### src/rtl/refclk_mon_pkg.sv
// rtl/refclk_mon_pkg.sv - lock state type and good-range check shared by the refclk monitor
`timescale 1ns/1ps
package refclk_mon_pkg;

  typedef enum logic [1:0] {
    UNLOCKED = 2'd0,
    LOCKING  = 2'd1,
    LOCKED   = 2'd2
  } mon_state_t;

  function automatic logic in_range(input int unsigned count,
                                    input int unsigned lo,
                                    input int unsigned hi);
    return (count >= lo) && (count <= hi);
  endfunction

endpackage

### src/rtl/refclk_edge_sync.sv
// rtl/refclk_edge_sync.sv - two-flop synchroniser with rising-edge detect for an async clock input
`timescale 1ns/1ps
module refclk_edge_sync
  import refclk_mon_pkg::*;
(
  input  logic clk,
  input  logic rst,
  input  logic async_in,
  output logic edge_pulse
);

  logic s1;
  logic s2;
  logic s3;

  // s1/s2 resolve metastability; s3 is the history flop for edge detection
  always_ff @(posedge clk) begin
    if (rst) begin
      s1 <= 1'b0;
      s2 <= 1'b0;
      s3 <= 1'b0;
    end else begin
      s1 <= async_in;
      s2 <= s1;
      s3 <= s2;
    end
  end

  assign edge_pulse = s2 & ~s3;

endmodule

### src/rtl/refclk_monitor.sv
// rtl/refclk_monitor.sv - refclk presence/frequency monitor; REFCLK_MON_STICKY_EN adds a latched loss flag
`timescale 1ns/1ps
module refclk_monitor
  import refclk_mon_pkg::*;
#(
  parameter  int unsigned WINDOW       = 1024,
  parameter  int unsigned EXP_MIN      = 240,
  parameter  int unsigned EXP_MAX      = 272,
  parameter  int unsigned LOCK_WINDOWS = 4,
  localparam int unsigned CNT_W        = $clog2(WINDOW + 1)
) (
  input  logic             clk,
  input  logic             rst,
  input  logic             en,
  input  logic             refclk,
  output logic [CNT_W-1:0] freq_count,
  output logic             count_valid,
  output logic             refclk_ok,
  output logic             refclk_lost
`ifdef REFCLK_MON_STICKY_EN
  ,
  input  logic             sticky_clr,
  output logic             lost_sticky
`endif
);

  localparam int unsigned WIN_W  = $clog2(WINDOW);
  localparam int unsigned GOOD_W = $clog2(LOCK_WINDOWS + 1);

  localparam logic [WIN_W-1:0] WIN_LAST = WIN_W'(WINDOW - 1);
  localparam logic [CNT_W-1:0] CNT_MAX  = {CNT_W{1'b1}};

  logic              edge_pulse;
  logic [WIN_W-1:0]  win_cnt;
  logic [CNT_W-1:0]  edge_cnt;
  logic [CNT_W-1:0]  edge_next;
  logic              win_end;
  logic              good;
  logic [GOOD_W-1:0] good_cnt;
  mon_state_t        state;

  refclk_edge_sync u_sync (
    .clk       (clk),
    .rst       (rst),
    .async_in  (refclk),
    .edge_pulse(edge_pulse)
  );

  assign win_end = (win_cnt == WIN_LAST);

  // Saturate rather than wrap so an over-fast refclk can never alias into the good range
  assign edge_next = (edge_cnt == CNT_MAX) ? edge_cnt : edge_cnt + CNT_W'(edge_pulse);

  always_ff @(posedge clk) begin
    if (rst) begin
      win_cnt     <= '0;
      edge_cnt    <= '0;
      freq_count  <= '0;
      count_valid <= 1'b0;
    end else if (!en) begin
      win_cnt     <= '0;
      edge_cnt    <= '0;
      count_valid <= 1'b0;
    end else begin
      count_valid <= win_end;
      if (win_end) begin
        win_cnt    <= '0;
        edge_cnt   <= '0;
        freq_count <= edge_next;
      end else begin
        win_cnt  <= win_cnt + 1'b1;
        edge_cnt <= edge_next;
      end
    end
  end

  assign good = in_range(32'(freq_count), EXP_MIN, EXP_MAX);

  always_ff @(posedge clk) begin
    if (rst || !en) begin
      state       <= UNLOCKED;
      good_cnt    <= '0;
      refclk_lost <= 1'b0;
    end else begin
      refclk_lost <= 1'b0;
      if (count_valid) begin
        case (state)
          UNLOCKED: begin
            if (good) begin
              state    <= (LOCK_WINDOWS == 1) ? LOCKED : LOCKING;
              good_cnt <= GOOD_W'(1);
            end
          end
          LOCKING: begin
            if (good) begin
              good_cnt <= good_cnt + 1'b1;
              if (32'(good_cnt) + 32'd1 >= LOCK_WINDOWS) begin
                state <= LOCKED;
              end
            end else begin
              state    <= UNLOCKED;
              good_cnt <= '0;
            end
          end
          LOCKED: begin
            if (!good) begin
              state       <= UNLOCKED;
              good_cnt    <= '0;
              refclk_lost <= 1'b1;
            end
          end
          default: begin
            state    <= UNLOCKED;
            good_cnt <= '0;
          end
        endcase
      end
    end
  end

  assign refclk_ok = (state == LOCKED);

`ifdef REFCLK_MON_STICKY_EN
  // A loss in the same cycle as a clear must not be dropped, so set has priority
  always_ff @(posedge clk) begin
    if (rst) begin
      lost_sticky <= 1'b0;
    end else if (refclk_lost) begin
      lost_sticky <= 1'b1;
    end else if (sticky_clr) begin
      lost_sticky <= 1'b0;
    end
  end
`endif

endmodule
### config.mk
export PLATFORM = sky130hd
export DESIGN_NAME = refclk_monitor
export DESIGN_NICKNAME = d
export VERILOG_FILES = /design/src/rtl/refclk_mon_pkg.sv /design/src/rtl/refclk_edge_sync.sv /design/src/rtl/refclk_monitor.sv
export SDC_FILE = /design/constraint.sdc
export NUM_CORES = 1
export LEC_CHECK = 0
export CAP_MARGIN = 30
export CORE_UTILIZATION = 48
export CTS_CLUSTER_DIAMETER = 50
export CTS_CLUSTER_SIZE = 12
export DETAILED_ROUTE_END_ITERATION = 16
export PLACE_DENSITY = 0.69
export SLEW_MARGIN = 20
export SYNTH_ARGS = -nofsm -noshare
export SYNTH_HDL_FRONTEND = slang
export SYNTH_HIERARCHICAL = 1
export SYNTH_SLANG_ARGS = --single-unit
### constraint.sdc
create_clock -name clk -period 4.19 [get_ports clk]
set_input_delay 0.419 -clock clk [delete_from_list [all_inputs] [get_ports clk]]
set_output_delay 0.419 -clock clk [all_outputs]
set_load 0.1 [all_outputs]
After elaboration in Yosys (flattened, before gate mapping)
Index checks and enable logic that the tools add are counted.
{"block": "classes", "bitwise_logic": 5, "n_reduce_logical": 10, "n_eq_ne": 7, "n_addsub": 4, "n_lt_le_gt_ge": 3, "n_mux": 11}
{"op": "$add A11 B1 Y11", "count": 1}
{"op": "$eq A11 B11 Y1 const B", "count": 1}
{"op": "$ge A11 B8 Y1 const B", "count": 1}
{"op": "$le A11 B9 Y1 const B", "count": 1}
{"op": "$mux W11", "count": 1}
{"op": "$add A10 B1 Y10 const B", "count": 1}
{"op": "$eq A10 B10 Y1 const B", "count": 1}
{"op": "$mux W3", "count": 3}
{"op": "$pmux W3 S3", "count": 1}
{"op": "$mux W2", "count": 4}
{"op": "$pmux W2 S3", "count": 1}
{"op": "$reduce_or A3 Y1", "count": 2}
{"op": "$add A3 B1 Y4 const B", "count": 1}
{"op": "$ge A4 B3 Y1 const B", "count": 1}
{"op": "$ne A2 B2 Y1 const B", "count": 2}
{"op": "$not A1 Y1", "count": 4}
{"op": "$reduce_and A4 Y1", "count": 1}
{"op": "$add A3 B1 Y3 const B", "count": 1}
{"op": "$ne A3 B3 Y1 const B", "count": 1}
{"op": "$reduce_and A3 Y1", "count": 1}
{"op": "$eq A2 B1 Y1 const B", "count": 1}
{"op": "$eq A2 B2 Y1 const B", "count": 1}
{"op": "$logic_not A2 Y1", "count": 1}
{"op": "$reduce_and A2 Y1", "count": 1}
{"op": "other kinds (6)", "count": 6}
{"block": "totals", "reg_bits": 42, "output_inout_bits": 14, "in_bits": 4}

Longest topological paths before layout
Gate-level depths: netlist of run 1.
{"block": "logic_depth", "word_depth": 5, "depth_mapped": 8, "mapped_depth_nobuf": 8}

Modules after synthesis
Netlist of run 1, hierarchy kept.
{"module": "refclk_monitor", "instances": 1, "cells_per_inst": 198, "area_each_um2": 1816.7}
{"module": "refclk_edge_sync", "instances": 1, "cells_per_inst": 7, "area_each_um2": 87.6}

Least setup slack after synthesis of run 1
No wires, ideal clock.
{"block": "synth_path", "kind": "register to register", "startpoint": "register state[1]", "endpoint": "register good_cnt[1]", "n_path_buf": 0, "required_ps": 4131, "arrival_time_ps": 2365, "setup_slack_ps": 1767, "period_less_slack_ps": 2423, "path_stages_with_launch": 5, "path_cell_list": "dfxtp_1 > nor2b_1 > nand2b_1 > mux2_4 > a31o_1"}
{"block": "synth_via", "elab_chain_cells": 3}
{"element": "start: declaration", "line": "refclk_monitor.sv:40", "text": "mon_state_t state;"}
{"element": "start signal: assignment", "line": "refclk_monitor.sv:90", "text": "state <= (LOCK_WINDOWS == 1) ? LOCKED : LOCKING;"}
{"element": "$eq A2 B2 Y1 (*)"}
{"element": "via refclk_ok", "line": "refclk_monitor.sv:18", "text": "output logic refclk_ok,"}
{"element": "$ne A2 B2 Y1 (no line)"}
{"element": "$reduce_and A3 Y1 (no line)"}
{"element": "end signal: assignment", "line": "refclk_monitor.sv:96", "text": "good_cnt <= good_cnt + 1'b1;"}
{"element": "end: declaration", "line": "refclk_monitor.sv:39", "text": "logic [GOOD_W-1:0] good_cnt;"}
Mark *: on every way through the listed nets, which the timed path passes. The rest lies on a longest branch.
A chain may end at the register's enable or synchronous reset.

Worst setup path in the final report of run 1
{"block": "layout_path", "startpoint": "register state[1]", "endpoint": "output port refclk_ok"}
{"block": "layout_via", "elab_chain_cells": 1}
{"element": "$eq A2 B2 Y1", "line": "refclk_monitor.sv:121", "text": "assign refclk_ok = (state == LOCKED);"}
{"element": "end: declaration", "line": "refclk_monitor.sv:18"}
Every way passes these cells.

==> results_dict.tcl, run 1 <==
set metrics [dict create \
    post-route-period-util_pct 60.7 \
    final_cell_area_um2 2190 \
    whs_endpoint "u_sync/s2" \
    die_h_um 65.0 \
    drtIter0Drc 92 \
    cp_slowest_stage_delay_ns 1.17 \
    syn-instance-count 205 \
    drive_gt1_share_pct 9.38 \
    powerDensity_nw_per_um2 310 \
    grt_pass1_wl_mm 7.04 \
    worstPathArrival_ns 2.13 \
    ys.flop_type "dfxtp_1" \
    gr-total-overflow 0 \
    routed_via_density 5.73 \
    cp_num_buf_inv 1 \
    cts_root_buf "clkbuf_8" \
    cts.sinks 42 \
    cts_resized 0 \
    met1_length_mm 1.97 \
    cts_buffer_depth 2 \
    critPathCaptureType "output pin" \
    synthDistinctLibCells 48 \
    antenna_found_initial 0 \
    io_buffers 17 \
    drtAntennaViolNets 0 \
    status "finished clean" \
    fp.dieW_um 65.0 \
    worstSetupStartpointType "flip-flop" \
    finalNetCount 231 \
    tritoncts "built" \
    design.core.area_um2 3740 \
    synth_top_cell_by_area "dfxtp_1" \
    antenna_cells 0 \
    final_hold_viol_count 0 \
    met2WireLength_mm 1.88 \
    cts_inserted_buffers 5 \
    syn_area_um2 1900 \
    worstHoldPathCells 1 \
    cp_top_family "buffers and inverters" \
    crit_type "reg2out" \
    firstDrtPassIters 4 \
    cts_max_level 2 \
    crit_path_top_delay_cell "clkdlybuf4s50_1" \
    fin_skew_ns 0.00967 \
    rsz0062_at_grt "no" \
    syn_to_final_growth_pct 15.2 \
    yosysWarnings 6 \
    max_freq_ghz 0.393 \
    place_area_um2 2100 \
    grt_pass1_vias 1476 \
    drc 0 \
    post_cts_buffers 0 \
    postSynthAreaPerCell_um2 9.29 \
    synth_edf_count 0 \
    path_clk_slew_ns 0.08 \
    synth_top_cell_area_share_pct 44.2 \
    synthTopCellsByArea "dfxtp_1, nor2_1, xor2_1" \
    synth_seq_cells 42 \
    cts-hold-fix-buffers 0 \
    worstPathRequired_ns 3.77 \
    timing.critical_path.cells "nor2b_1 -> clkdlybuf4s50_1" \
    r2r_cells 6 \
    ir_drop_v 0.000247 \
    grt_max_degree 18 \
    timing.final.crit_period_ns 2.55 \
    reg2reg_to "freq_count[9]" \
    gp_congestion 0.762 \
    timing.rr.start "win_cnt[0]" \
    wl_per_cell_um 15.1 \
    worst_slew_pin_slew_ns 0.985 \
    syn-num-nets 213 \
    crit_fanout 7 \
    cap_violations 0 \
    grt_usage_pct 21.8 \
    async_reset_ff_share_pct 0 \
    routed_wl_mm 4.11 \
    slew_viol_final 0 \
    setup-tns-final_ns 0 \
    min_from "u_sync/s1" \
    wl_met3_um 207 \
    vias 1558 \
    hpwl_mm 3.02 \
    rows 22 \
    seq_area_frac_synth_pct 44.2 \
    min_path_type "reg2reg" \
    p_leak_nw 0.759 \
    maxUsedRoutingLayer "met4" \
    slew-limit-headroom_pct 34.1 \
    initial_core_util_pct 50.9 \
    r2r_setup_slack_ns 2.04 \
    setup-violations-final 0 \
    clk_latency_ns 0.29 \
    die_area_um2 4220 \
    num_io_pins 18 \
]
[worst max-delay path by stage]
stage	start	endpoint	slack [ns]	cells past startpoint
after floorplan	state[1]	good_cnt[1]	1.77	4
after global placement	rst	win_cnt[9]	1.80	4
after detailed placement	rst	win_cnt[9]	1.65	4
after CTS	state[1]	refclk_ok	1.65	2
after global routing	state[1]	refclk_ok	1.58	2
final	state[1]	refclk_ok	1.64	2
[placed cells by master (no fill, tap or decap), types with 3 or more instances in the layout]
master / n
nand2_1: 12
nand3_1: 7
dfxtp_1: 42
clkdlybuf4s50_1: 17
nor3b_1: 4
nand2b_1: 4
nand4_1: 8
nor2b_1: 8
xor2_1: 9
a211oi_1: 5
o21ai_0: 3
a21oi_1: 7
a31o_1: 3
ha_1: 4
nor2_1: 33
and4_1: 4
and3_1: 6
mux2_2: 3
mux2i_1: 5
clkbuf_8: 6
[area by class of cell]
| cell class | count | area [um^2] |
|---|---|---|
| Clock buffer | 7 | 86.3 |
| Clock inverter | 1 | 5.00 |
| Fill cell | 350 | 1550 |
| Inverter | 3 | 11.3 |
| Multi-Input combinational cell | 154 | 1020 |
| Sequential cell | 42 | 841 |
| Tap cell | 48 | 60.1 |
| Timing Repair Buffer | 17 | 170 |
[synth_stat cells, types with 3 or more instances]
| cell type | count |
|---|---|
| nor2b_1 | 8 |
| a21oi_1 | 7 |
| a31o_1 | 3 |
| nand2b_1 | 4 |
| ha_1 | 4 |
| and3_1 | 6 |
| nor3b_1 | 4 |
| xor2_1 | 9 |
| nand4_1 | 8 |
| a211oi_1 | 5 |
| o21ai_0 | 3 |
| dfxtp_1 | 42 |
| mux2_2 | 3 |
| mux2i_1 | 5 |
| and4_1 | 4 |
| nor2_1 | 33 |
| nand3_1 | 7 |
| nand2_1 | 12 |
[per-layer routing]
layer	vias to the layer above	global-route usage, %
li1	769	-
met1	733	29.4
met2	47	34.5
met4	0	6.67
met5	-	0
met3	9	4.40
[stage by stage]
stage / utilization [%] / power, W / worst slack, ns / hold slack (ns) / instances
2_1_floorplan: - / 0.000421 / 1.77 / 0.414 / 205
3_3_place_gp: 56.1 / 0.000427 / 1.80 / 0.436 / 264
3_5_place_dp: 56.1 / 0.000428 / 1.65 / 0.443 / 264
4_1_cts: 58.6 / 0.000686 / 1.65 / 0.460 / 272
5_1_grt: 58.6 / 0.000709 / 1.58 / 0.476 / 272
6_report: 58.6 / 0.000679 / 1.64 / 0.455 / 272
[sequential cells by signal, indices dropped and copies added (netlist names)]
signal,count
good_cnt,3
refclk_lost,1
u_sync/s1,1
u_sync/s3,1
edge_cnt,11
state,2
count_valid,1
win_cnt,10
freq_count,11
u_sync/s2,1
[logic make-up (layout without fill, tap and decap cells)]
| family | Yosys count | in the layout | synth area share (%) |
|---|---|---|---|
| flip-flops | 42 | 42 | 44.2 |
| multiplexers | 9 | 9 | 5.19 |
| AO/OA/AOI/OAI | 26 | 26 | 9.79 |
| AND/OR/NAND/NOR | 104 | 104 | 30.9 |
| XOR/XNOR | 11 | 11 | 5.06 |
| buffers and inverters | 9 | 28 | 2.30 |
| adder cells (fa/ha/maj) | 4 | 4 | 2.63 |
[power breakdown]
group / leakage (nW) / total, W / switching [W] / internal [W]
Sequential: 0.339 / 0.000403 / 0.00000169 / 0.000401
Combinational: 0.371 / 0.0000153 / 0.0000101 / 0.00000522
Clock: 0.0482 / 0.000261 / 0.000128 / 0.000133
(Power assumes the default switching activity.)
==> run 2: changes to the inputs <==
--- a/config.mk
+++ b/config.mk
@@ -10,7 +10,7 @@
 export CTS_CLUSTER_DIAMETER = 50
 export CTS_CLUSTER_SIZE = 12
 export DETAILED_ROUTE_END_ITERATION = 16
-export PLACE_DENSITY = 0.69
+export PLACE_DENSITY = 0.71
 export SLEW_MARGIN = 20
 export SYNTH_ARGS = -nofsm -noshare
 export SYNTH_HDL_FRONTEND = slang
==> constraint.sdc (replaced) <==
create_clock -name clk -period 2.2 [get_ports clk]
set_input_delay 0.22 -clock clk [delete_from_list [all_inputs] [get_ports clk]]
set_output_delay 0.22 -clock clk [all_outputs]
set_load 0.1 [all_outputs]
==> run 2 against run 1 <==
  * Die area unchanged
  * Worst setup slack lost 1.4 ns
  * First-iteration DRC count fell by 3.3%
  * Largest power group unchanged
  * Sequential power rose by 90%
  * Count of clock-buffer cells in the layout is 2 lower
  * Hold slack lost 0.0099 ns
  * Global-route usage shrank 1.2 points
  * Highest routed layer unchanged
  * Critical path type is now reg2reg
==> results_dict.tcl, run 2 (synthesis results as in run 1) <==
set metrics [dict create \
    cts_inserted_buffers 5 \
    wl_per_cell_um 14.1 \
    cts_buffer_depth 2 \
    cts.sinks 42 \
    firstDrtPassIters 4 \
    grt_usage_pct 20.6 \
    setup-tns-final_ns 0 \
    die_area_um2 4220 \
    routed_via_density 5.64 \
    grt.met3_usage_pct 6.34 \
    cap_violations 0 \
    crit_fanout 10 \
    slew_viol_final 0 \
    gp_congestion 0.910 \
    top_regs "edge_cnt: 11 flops, freq_count: 11 flops, win_cnt: 10 flops" \
    timing.final.crit_period_ns 1.98 \
    cts_max_level 2 \
    rsz0062_at_grt "no" \
    tritoncts "built" \
    cts_resized 0 \
    vias 1558 \
    post-route-period-util_pct 90.2 \
    worstPathArrival_ns 2.20 \
    r2r_cells 6 \
    routed_wl_mm 3.90 \
    clk_latency_ns 0.30 \
    met2_usage_pct 33.1 \
    path_clk_slew_ns 0.08 \
    fp.dieW_um 65.0 \
    min_path_type "reg2reg" \
    gr-total-overflow 0 \
    final_hold_viol_count 0 \
    stdcell_count 276 \
    design.core.area_um2 3740 \
    syn_to_final_growth_pct 17.6 \
    grt_pass1_vias 1435 \
    status "finished clean" \
    max_freq_ghz 0.504 \
    final_common_cell "dfxtp_1" \
    p_leak_nw 0.828 \
    cts-hold-fix-buffers 0 \
    antenna_cells 0 \
    drtAntennaViolNets 0 \
    worstPathRequired_ns 2.42 \
    hpwl_mm 2.87 \
    antenna_found_initial 0 \
    powerDensity_nw_per_um2 685 \
    worstHoldPathCells 1 \
    drive_gt1_share_pct 18.9 \
    io_buffers 17 \
    dp_cells 268 \
    grt_max_degree 16 \
    initial_core_util_pct 50.9 \
    worst_slew_pin_slew_ns 0.430 \
    worstSetupStartpointType "flip-flop" \
    use_met1_pct 25.4 \
    num_io_pins 18 \
    grt_pass1_wl_mm 6.53 \
    crit_type "reg2reg" \
    finalNetCount 235 \
    layout_common_cells "dfxtp_1, nor2_1, buf_4" \
    slew-limit-headroom_pct 71.0 \
    die_h_um 65.0 \
    post_cts_buffers 0 \
    cts_root_buf "clkbuf_8" \
    fin_skew_ns 0.00811 \
    drc 0 \
    drtIter0Drc 89 \
    top_usage_layer "met2" \
    setup-violations-final 0 \
    critPathCaptureType "flip-flop" \
    rows 22 \
    ir_drop_v 0.000428 \
]
run 2: cell types whose count changed in the layout (fill, tap and decap cells not counted), sizes merged:
| cell | delta |
|---|---|
| clkbuf | -2 |
| buf | +18 |
| bufinv | +2 |
| clkdlybuf4s50 | -14 |
run 2: worst max-delay path, cell delays in order (launching register included):
cell and delay (ns):
dfxtp_1 0.39, ha_1 0.31, inv_2 0.07, nor4_4 0.41, and2_1 0.42, nor2_1 0.10, a211oi_2 0.20
run 2: worst paths after layout:
check,end,slack (ns),from
setup / recovery,freq_count[0],0.22,win_cnt[0]
hold / removal,u_sync/s2,0.44,u_sync/s1
setup reg to reg,freq_count[0],0.22,win_cnt[0]
hold reg to reg,u_sync/s2,0.44,u_sync/s1
run 2: stage by stage:
step                      power (W)  setup slack [ns]  cell area (um^2)  hold slack, ns  utilization (%)
after detailed placement   0.000820             0.208              2100           0.429             56.1
after global placement     0.000819             0.317              2100           0.422             56.1
after global routing        0.00159            0.0260              2240           0.461             59.8
final                       0.00153             0.215              2240           0.445             59.8
after floorplan            0.000802            0.0262              1910           0.277                -
after CTS                   0.00155             0.191              2240           0.449             59.8
run 2: area by class of cell:
cell class | count | area (um^2)
tap | 48 | 60.1
fill | 345 | 1500
sequential | 42 | 843
clock inverter | 3 | 68.8
clock buffer | 5 | 68.8
multi-input combinational | 154 | 1020
timing repair buffer | 21 | 165
inverter | 3 | 11.3
run 2: power by group:
group / total (W) / internal, W / switching (W)
Clock: 0.000733 / 0.000455 / 0.000279
Combinational: 0.0000349 / 0.0000146 / 0.0000203
Sequential: 0.000767 / 0.000764 / 0.00000308
run 2: metal layers:
metal / wire length [um] / vias up
li1: - / 774
met2: 1920 / 34
met3: 151 / 13
met4: 73 / 0
met5: 0 / -
met1: 1750 / 737
==> run 3: changes to the inputs <==
--- a/config.mk
+++ b/config.mk
@@ -6,6 +6,7 @@
 export NUM_CORES = 1
 export LEC_CHECK = 0
 export CAP_MARGIN = 30
+export CORE_ASPECT_RATIO = 0.8
 export CORE_UTILIZATION = 48
 export CTS_CLUSTER_DIAMETER = 50
 export CTS_CLUSTER_SIZE = 12
==> run 3 against run 2 <==
  * Cell area decreased by 1.8%
  * Count of clock-buffer cells in the layout grew 1
  * Cell count up 2.2%
  * Global-route usage decreased by 1.4 points
  * First-iteration DRC count increased by 3.4%
  * Clock power down 30%
  * Via count decreased by 2.4%
  * Hold slack improved by 0.011 ns
  * Critical path depth grew 2
  * Worst setup slack improved by 0.016 ns
  * Critical endpoint is now freq_count[10]
  * Largest power group unchanged
  * Highest routed layer unchanged
==> results_dict.tcl, run 3 (synthesis results as in run 1) <==
set metrics [dict create \
    status "finished clean" \
    r2r_setup_slack_ns 0.23 \
    setup-violations-final 0 \
    drtAntennaViolNets 0 \
    worstPathRequired_ns 2.39 \
    grt_pass1_vias 1379 \
    cts_root_buf "clkbuf_8" \
    cts_max_level 2 \
    pwr-share-seq_pct 58.5 \
    post_cts_buffers 0 \
    swShare_pct 21.6 \
    drive_gt1_share_pct 18.5 \
    cap_violations 0 \
    die_h_um 58.3 \
    finalNetCount 234 \
    firstDrtPassIters 4 \
    grt_max_degree 17 \
    gr-total-overflow 0 \
    antenna_found_initial 0 \
    clk_latency_ns 0.29 \
    fin_skew_ns 0.0101 \
    p_leak_nw 0.802 \
    vias 1521 \
    die_area_um2 4220 \
    timing.final.crit_period_ns 1.97 \
    cts_buffer_depth 2 \
    max_freq_ghz 0.508 \
    routed_via_density 5.39 \
    grt_pass1_wl_mm 6.24 \
    wl_per_cell_um 13.2 \
    rsz0062_at_grt "no" \
    final_cell_area_um2 2200 \
    reg2reg_to "freq_count[10]" \
    timing.rr.start "u_sync/s2" \
    design.core.area_um2 3800 \
    worstPathArrival_ns 2.16 \
    crit_fanout 5 \
    r2r_cells 8 \
    cts.sinks 42 \
    post-route-period-util_pct 89.5 \
    cts-hold-fix-buffers 0 \
    drtIter0Drc 92 \
    fin_util_pct 57.8 \
    worst_slew_pin_slew_ns 0.576 \
    final_common_cell "dfxtp_1" \
    slew-limit-headroom_pct 61.5 \
    final_hold_viol_count 0 \
    grt_usage_pct 19.2 \
    hpwl_mm 2.66 \
    num_io_pins 18 \
    critical_path.startpoint "u_sync/s2" \
    layout_common_cells "dfxtp_1, nor2_1, buf_4" \
    ir_drop_v 0.000412 \
    p_sw_w 0.000283 \
    crit_type "reg2reg" \
    rows 20 \
    worstSetupStartpointType "flip-flop" \
    setup-tns-final_ns 0 \
    drc 0 \
    slew_viol_final 0 \
    initial_core_util_pct 50.1 \
    cts_inserted_buffers 5 \
    fp.dieW_um 72.4 \
    critPathCaptureType "flip-flop" \
    powerDensity_nw_per_um2 596 \
    antenna_cells 0 \
    fillCellCount 343 \
    min_path_type "reg2reg" \
    path_clk_slew_ns 0.08 \
    io_buffers 17 \
    syn_to_final_growth_pct 15.4 \
    gp_congestion 0.818 \
    routed_wl_mm 3.73 \
    tritoncts "built" \
    pwr-share-clk_pct 39.1 \
    cp-endpoint "freq_count[10]" \
    p_int_w 0.00103 \
    place_area_um2 2100 \
    top_regs "edge_cnt: 11 flops, freq_count: 11 flops, win_cnt: 10 flops" \
    dp_cells 274 \
    stdcell_count 282 \
    p_comb_share_pct 2.4 \
    cts_resized 0 \
]
[run 3: changes by cell type in the layout (fill, tap and decap cells not counted)]
cell,previous run,this run
buf_4,18,17
clkbuf_8,5,6
clkinv_4,1,0
clkinvlp_4,0,1
bufinv_16,2,0
clkinv_2,0,1
[run 3: final cells by class]
type	count	area (um^2)	share of cell area, %
sequential	42	843	38.4
tap	55	68.8	3.13
clock inverter	2	12.5	0.569
multi-input combinational	154	1020	46.5
clock buffer	6	82.6	3.76
inverter	3	11.3	0.512
timing repair buffer	20	158	7.17
[run 3: worst max-delay path: stages, from the launching register on]
cell and delay (ns):
dfxtp_1 0.32, nor2b_2 0.13, ha_1 0.23, ha_1 0.27, nand3_1 0.13, nor3_1 0.22
mux2_2 0.37, mux2i_1 0.14, nor2_1 0.05
[run 3: power groups by stage]
| stage | registers, W | logic, W | clock network, W |
|---|---|---|---|
| after detailed placement | 0.000785 | 0.0000319 | 0 |
| after floorplan | 0.000784 | 0.0000181 | 0 |
| after global routing | 0.000768 | 0.0000351 | 0.000568 |
| after global placement | 0.000785 | 0.0000325 | 0 |
| after CTS | 0.000767 | 0.0000320 | 0.000529 |
| final | 0.000767 | 0.0000316 | 0.000512 |
[run 3: routing by layer]
| layer | routed length, um | share of wire, % | global-route usage (%) |
|---|---|---|---|
| met3 | 253 | 6.8 | 5.31 |
| met1 | 1970 | 53 | 29.0 |
| met2 | 1500 | 40 | 26.6 |
| met5 | 0 | 0 | 0 |
| met4 | 3 | 0.080 | 5.32 |
[run 3: through the flow]
| step | hold slack, ns | power (W) | worst slack [ns] |
|---|---|---|---|
| 3_3_place_gp | 0.438 | 0.000818 | 0.280 |
| 5_1_grt | 0.472 | 0.00137 | 0.0998 |
| 2_1_floorplan | 0.277 | 0.000802 | 0.0262 |
| 3_5_place_dp | 0.433 | 0.000817 | 0.263 |
| 4_1_cts | 0.458 | 0.00133 | 0.246 |
| 6_report | 0.456 | 0.00131 | 0.232 |
[run 3: worst min path at each step]
stage,startpoint,to,cells past startpoint
2_1_floorplan,rst,freq_count[0],1
3_3_place_gp,u_sync/s1,u_sync/s2,1
3_5_place_dp,u_sync/s1,u_sync/s2,1
4_1_cts,u_sync/s1,u_sync/s2,1
5_1_grt,refclk,u_sync/s1,2
6_report,u_sync/s1,u_sync/s2,1
